--- src/rtl/cla_word_sequencer_pkg.sv ---
// Shared defaults and FSM encoding for the sliced carry-lookahead word adder.
package cla_word_sequencer_pkg;

  localparam int SLICE_W_DEF = 8;
  localparam int SLICES_DEF  = 4;

  typedef enum logic [1:0] {
    ST_IDLE = 2'd0,
    ST_RUN  = 2'd1,
    ST_DONE = 2'd2
  } state_e;

endpackage

--- src/rtl/cla_slice_adder.sv ---
// Combinational SLICE_W-bit carry-lookahead slice; every carry is a flat
// sum-of-products of generate/propagate terms and the slice carry-in.
module cla_slice_adder #(
  parameter int SLICE_W = 8
) (
  input  logic [SLICE_W-1:0] a_i,
  input  logic [SLICE_W-1:0] b_i,
  input  logic               c_i,
  output logic [SLICE_W-1:0] sum_o,
  output logic               cout_o,
  output logic               cmsb_o
);

  logic [SLICE_W-1:0] p;
  logic [SLICE_W-1:0] g;
  logic [SLICE_W:0]   carry;
  logic               term;
  logic               prop;

  assign p = a_i ^ b_i;
  assign g = a_i & b_i;

  // carry[i] = G[i-1] | P[i-1]G[i-2] | ... | P[i-1..0]c_i
  always_comb begin
    carry    = '0;
    term     = 1'b0;
    prop     = 1'b1;
    carry[0] = c_i;
    for (int i = 1; i <= SLICE_W; i++) begin
      term = 1'b0;
      prop = 1'b1;
      for (int j = i - 1; j >= 0; j--) begin
        term = term | (prop & g[j]);
        prop = prop & p[j];
      end
      carry[i] = term | (prop & c_i);
    end
  end

  assign sum_o  = p ^ carry[SLICE_W-1:0];
  assign cout_o = carry[SLICE_W];
  assign cmsb_o = carry[SLICE_W-1];

endmodule

--- src/rtl/cla_word_sequencer.sv ---
// Wide add/subtract built from one lookahead slice swept LSB-first, one slice
// per clock, with the inter-slice carry held in carry_q.
module cla_word_sequencer
  import cla_word_sequencer_pkg::*;
#(
  parameter  int SLICE_W = SLICE_W_DEF,
  parameter  int SLICES  = SLICES_DEF,
  localparam int WORD_W  = SLICE_W * SLICES,
  localparam int IDX_W   = (SLICES > 1) ? $clog2(SLICES) : 1
) (
  input  logic              clk,
  input  logic              rst_n,
  input  logic              in_valid,
  output logic              in_ready,
  input  logic [WORD_W-1:0] a,
  input  logic [WORD_W-1:0] b,
  input  logic              cin,
  input  logic              sub,
  output logic              out_valid,
  input  logic              out_ready,
  output logic [WORD_W-1:0] sum,
  output logic              cout,
  output logic              ovf,
  output logic              busy,
  output logic [IDX_W-1:0]  slice_idx
);

  state_e              state_q, state_d;
  logic [WORD_W-1:0]   a_q, b_q, sum_q;
  logic                carry_q, cout_q, ovf_q;
  logic [IDX_W-1:0]    idx_q;
  logic [SLICE_W-1:0]  sl_sum;
  logic                sl_cout, sl_cmsb;
  logic                last_slice;

  assign last_slice = (idx_q == IDX_W'(SLICES - 1));

  cla_slice_adder #(.SLICE_W(SLICE_W)) u_slice (
    .a_i    (a_q[idx_q*SLICE_W +: SLICE_W]),
    .b_i    (b_q[idx_q*SLICE_W +: SLICE_W]),
    .c_i    (carry_q),
    .sum_o  (sl_sum),
    .cout_o (sl_cout),
    .cmsb_o (sl_cmsb)
  );

  always_ff @(posedge clk) begin
    if (!rst_n) state_q <= ST_IDLE;
    else        state_q <= state_d;
  end

  always_comb begin
    state_d = state_q;
    case (state_q)
      ST_IDLE: if (in_valid)        state_d = ST_RUN;
      ST_RUN:  if (last_slice)      state_d = ST_DONE;
      ST_DONE: if (out_ready)       state_d = ST_IDLE;
      default:                      state_d = ST_IDLE;
    endcase
  end

  always_comb begin
    in_ready  = (state_q == ST_IDLE);
    out_valid = (state_q == ST_DONE);
    busy      = (state_q != ST_IDLE);
    slice_idx = (state_q == ST_RUN) ? idx_q : '0;
  end

  // Subtraction is a + ~b + 1: invert b once at accept and seed the carry.
  always_ff @(posedge clk) begin
    if (!rst_n) begin
      a_q     <= '0;
      b_q     <= '0;
      sum_q   <= '0;
      carry_q <= 1'b0;
      cout_q  <= 1'b0;
      ovf_q   <= 1'b0;
      idx_q   <= '0;
    end else begin
      case (state_q)
        ST_IDLE: if (in_valid) begin
          a_q     <= a;
          b_q     <= sub ? ~b : b;
          carry_q <= sub ? 1'b1 : cin;
          sum_q   <= '0;
          idx_q   <= '0;
        end
        ST_RUN: begin
          sum_q[idx_q*SLICE_W +: SLICE_W] <= sl_sum;
          carry_q <= sl_cout;
          if (last_slice) begin
            cout_q <= sl_cout;
            ovf_q  <= sl_cout ^ sl_cmsb;
            idx_q  <= '0;
          end else begin
            idx_q  <= idx_q + IDX_W'(1);
          end
        end
        default: ;
      endcase
    end
  end

  assign sum  = sum_q;
  assign cout = cout_q;
  assign ovf  = ovf_q;

endmodule

--- config.mk ---
export PLATFORM = sky130hd
export DESIGN_NAME = cla_word_sequencer
export DESIGN_NICKNAME = d
export VERILOG_FILES = /design/src/rtl/cla_word_sequencer_pkg.sv /design/src/rtl/cla_slice_adder.sv /design/src/rtl/cla_word_sequencer.sv
export SDC_FILE = /design/constraint.sdc
export NUM_CORES = 1
export LEC_CHECK = 0
export CORE_ASPECT_RATIO = 1.5
export CORE_MARGIN = 5
export CORE_UTILIZATION = 45
export DETAILED_ROUTE_END_ITERATION = 16
export PLACE_DENSITY = 0.76
export SETUP_SLACK_MARGIN = 0.4
export SYNTH_ARGS = -nofsm -noshare
export SYNTH_HDL_FRONTEND = slang
export SYNTH_HIERARCHICAL = 1
export SYNTH_SLANG_ARGS = --single-unit
--- constraint.sdc ---
create_clock -name clk -period 2.94 [get_ports clk]
set_clock_uncertainty 0.15 [all_clocks]
set_input_delay 0.882 -clock clk [delete_from_list [all_inputs] [get_ports clk]]
set_output_delay 0.882 -clock clk [all_outputs]
set_load 0.02 [all_outputs]
==> flow_metrics.py <==
metrics = {
    "run_status": {
        "outcome": "completed",
    },
    "logic_synthesis": {
        "seq_area_frac_synth_pct": 43.5,
        "synth-edff-count": 0,
        "synth_nets": 612,
        "yosys-top-cells-area": "dfxtp_1 (43%), nand2_1 (9.0%), mux4_2 (7.6%), xnor2_1 (6.5%), a211oi_1 (5.2%)",
        "synthAdderAreaFrac_pct": 4.38,
        "yosysMostFrequentCell": "nand2_1",
        "synth_compound_area_share_pct": 17.8,
        "synth_seq_cells": 103,
        "synthSimpleGateAreaFrac_pct": 15.3,
        "synth.area.mux_share_pct": 7.60,
        "synth_xor_area_share_pct": 6.84,
        "synth_cell_types": 35,
        "yosys-top-cells-count": "nand2_1 (114), dfxtp_1 (103), a21oi_1 (41), nor2_1 (41), xnor2_1 (35)",
        "synthCells": 526,
        "synth_top_area_share_pct": 43.5,
        "synthArstFlopShare_pct": 0,
        "synth_top_family_by_area": "compound AO/OA/AOI/OAI gates",
        "synth_area_leader_cell": "dfxtp_1",
        "syn_avg_cell_area_um2": 9.01,
        "synth-main-ff-cell": "dfxtp_1",
        "netlist_area_um2": 4740,
        "yosys_warnings": 6,
    },
    "setup_path": {
        "worst_setup_path_end_kind": "flip-flop",
        "regToRegSetupSlack_ps": 70,
        "reg2reg_to": "carry_q",
        "start_kind": "flip-flop",
        "worst-path-max-fanout": 6,
        "rr_worst_depth": 10,
        "timing.rr.start": "idx_q[0]",
        "worstPathArrival_ps": 2960,
        "path_class": "flip-flop to flip-flop",
        "critical_path_required_ps": 3030,
    },
    "grt": {
        "overflow": 0,
        "antenna_found_initial": 0,
        "grtUsageTotal_pct": 20.4,
        "first_global_vias": 4190,
        "grtUsageMet1_pct": 23.0,
        "grt_pass1_wl_um": 20200,
        "busiest_layer": "met2",
        "grt_util_met3_pct": 4.34,
        "globalRouteMet2Util_pct": 35.1,
        "grt_max_degree": 97,
    },
    "power_and_ir_drop": {
        "cellLeakagePower_nw": 2.34,
        "ir_drop_mv": 0.324,
        "power_density_nw_per_um2": 527,
    },
    "finish": {
        "n_antenna_cell": 0,
        "final_util_pct": 62.3,
        "final_cell_count_no_fill": 775,
        "drive_gt1_share_pct": 14.4,
        "fin_nets": 712,
        "area_growth_pct": 37.7,
    },
    "timing": {
        "tightest_slew_ps": 648,
        "setup-violations-final": 0,
        "maxSlewViolCount": 0,
        "fmax_mhz": 348,
        "post-route-period-util_pct": 97.7,
        "whs_ps": 305,
        "hold_violations": 0,
        "finalSetupTns_ps": 0,
        "period_minus_slack_ps": 2870,
        "rsz0062_at_grt": "true",
        "max_slew_margin_pct": 56.7,
    },
    "route": {
        "routed_wl_um": 12600,
        "drt_iter0_markers": 147,
        "wire_per_inst_um": 16.2,
        "ant_nets": 0,
        "drtPass1Iterations": 4,
        "drcViolationCount": 0,
        "vias": 4105,
        "routed_via_density": 5.30,
    },
    "clock_tree": {
        "clk_pin_slew_ps": 70,
        "numCtsBuffers": 9,
        "clk_latency_ps": 350,
        "clock-sinks": 103,
        "cts_buffer_depth": 2,
        "root_buffer": "clkbuf_16",
        "htree_levels": 3,
        "tritoncts": "built",
        "hold_buffers": 0,
    },
    "hold_path": {
        "min_from": "a_q[12]",
        "min_path_type": "flip-flop to flip-flop",
        "min_to": "a_q[12]",
        "whs_path_depth": 2,
    },
    "placed_design": {
        "place_inst": 751,
        "gp_congestion": 0.890,
        "hpwlAfterDp_um": 9240,
        "io_buffers": 108,
    },
    "die": {
        "num_rows": 46,
        "die_x_um": 93.8,
        "fp.coreArea_um2": 10500,
        "die_area_um2": 12700,
        "ioPinCount": 109,
        "start_util_pct": 45.3,
        "die-height_um": 136,
    },
    "flow_run": {
        "max_cap_viol_count": 0,
    },
}
## worst max-delay path by stage
stage | startpoint | end | slack [ps]
global placement | idx_q[0] | ovf | 60
CTS | idx_q[0] | ovf | 110
finish | idx_q[0] | carry_q | 70
global route | idx_q[0] | carry_q | -6
detailed placement | idx_q[0] | ovf | -6
floorplan | idx_q[0] | ovf | 220
## layer usage
metal	wire length [um]	vias to the layer above	share of wire (%)
met5	0	-	0
met4	597	0	4.7
met3	600	36	4.8
met2	6630	130	53
met1	4760	1896	38
li1	-	2043	-
## critical path: stages, from the launching register on
cell and delay, ps:
dfxtp_4 420, buf_12 150, mux4_2 530, ha_4 270
a21o_1 200, a22o_1 280, a21o_1 190, or2_4 240
buf_4 140, a2bb2oi_2 120, o21ai_1 70
## where the power goes
| part | internal (W) | switching, W |
|---|---|---|
| Sequential | 0.00147 | 0.0000526 |
| Combinational | 0.000338 | 0.000356 |
| Clock | 0.000727 | 0.000494 |
## layout make-up
class,count,area (um^2)
clock buffer,13,270
clock inverter,3,40.0
fill,909,3950
inverter,12,45.0
multi-input combinational,374,2650
sequential,103,2070
tap,144,180
timing repair buffer,126,1270
## sequential cells by signal (all words and copies together) (netlist names)
register  cells
a_q          32
state_q       2
sum          32
carry_q       1
ovf           1
idx_q         2
b_q          32
cout          1
## what timing repair did
item / 4_1_cts / 5_1_grt
buffers inserted: 5 / 2
gates cloned: 1 / 0
endpoints found under the setup margin: 32 / 31
pin swaps: 2 / 13
gates resized for setup: 14 / 24
## stage by stage
step                      total power [W]  setup slack, ps  area (um^2)
final                             0.00344             68.1         6530
after global routing              0.00358            -5.79         6530
after CTS                         0.00343              109         6410
after detailed placement          0.00219            -5.70         6000
after global placement            0.00218             56.5         6000
after floorplan                   0.00196              217         4840
## cell families (layout without fill, tap and decap cells)
family,count (synthesis),count (layout)
AOI/OAI and AO/OA,129,129
buffers and inverters,49,154
and+or+nand+nor,176,176
adders and majority gates,16,16
muxes,16,16
DFF,103,103
xor gates and xnor gates,37,37
## cells in the final DEF (no fill, tap or decap), types with 2 or more instances in the layout
master / n
nand2_1: 111
clkdlybuf4s50_1: 102
dfxtp_1: 101
a21oi_1: 41
nor2_1: 40
xnor2_1: 35
a211oi_1: 32
o22ai_1: 22
mux4_2: 16
inv_1: 11
buf_4: 11
o22ai_2: 10
ha_1: 9
clkbuf_16: 9
a21o_1: 6
ha_4: 6
nand4_1: 5
a21oi_2: 4
nand3_1: 4
buf_12: 4
nand2b_1: 3
nor2b_1: 3
nand2_2: 3
o21ai_1: 3
clkbuf_8: 3
clkbuf_2: 3
o21ai_0: 2
clkinv_2: 2
buf_6: 2
a22o_1: 2
Power figures use the tool's default switching activity.
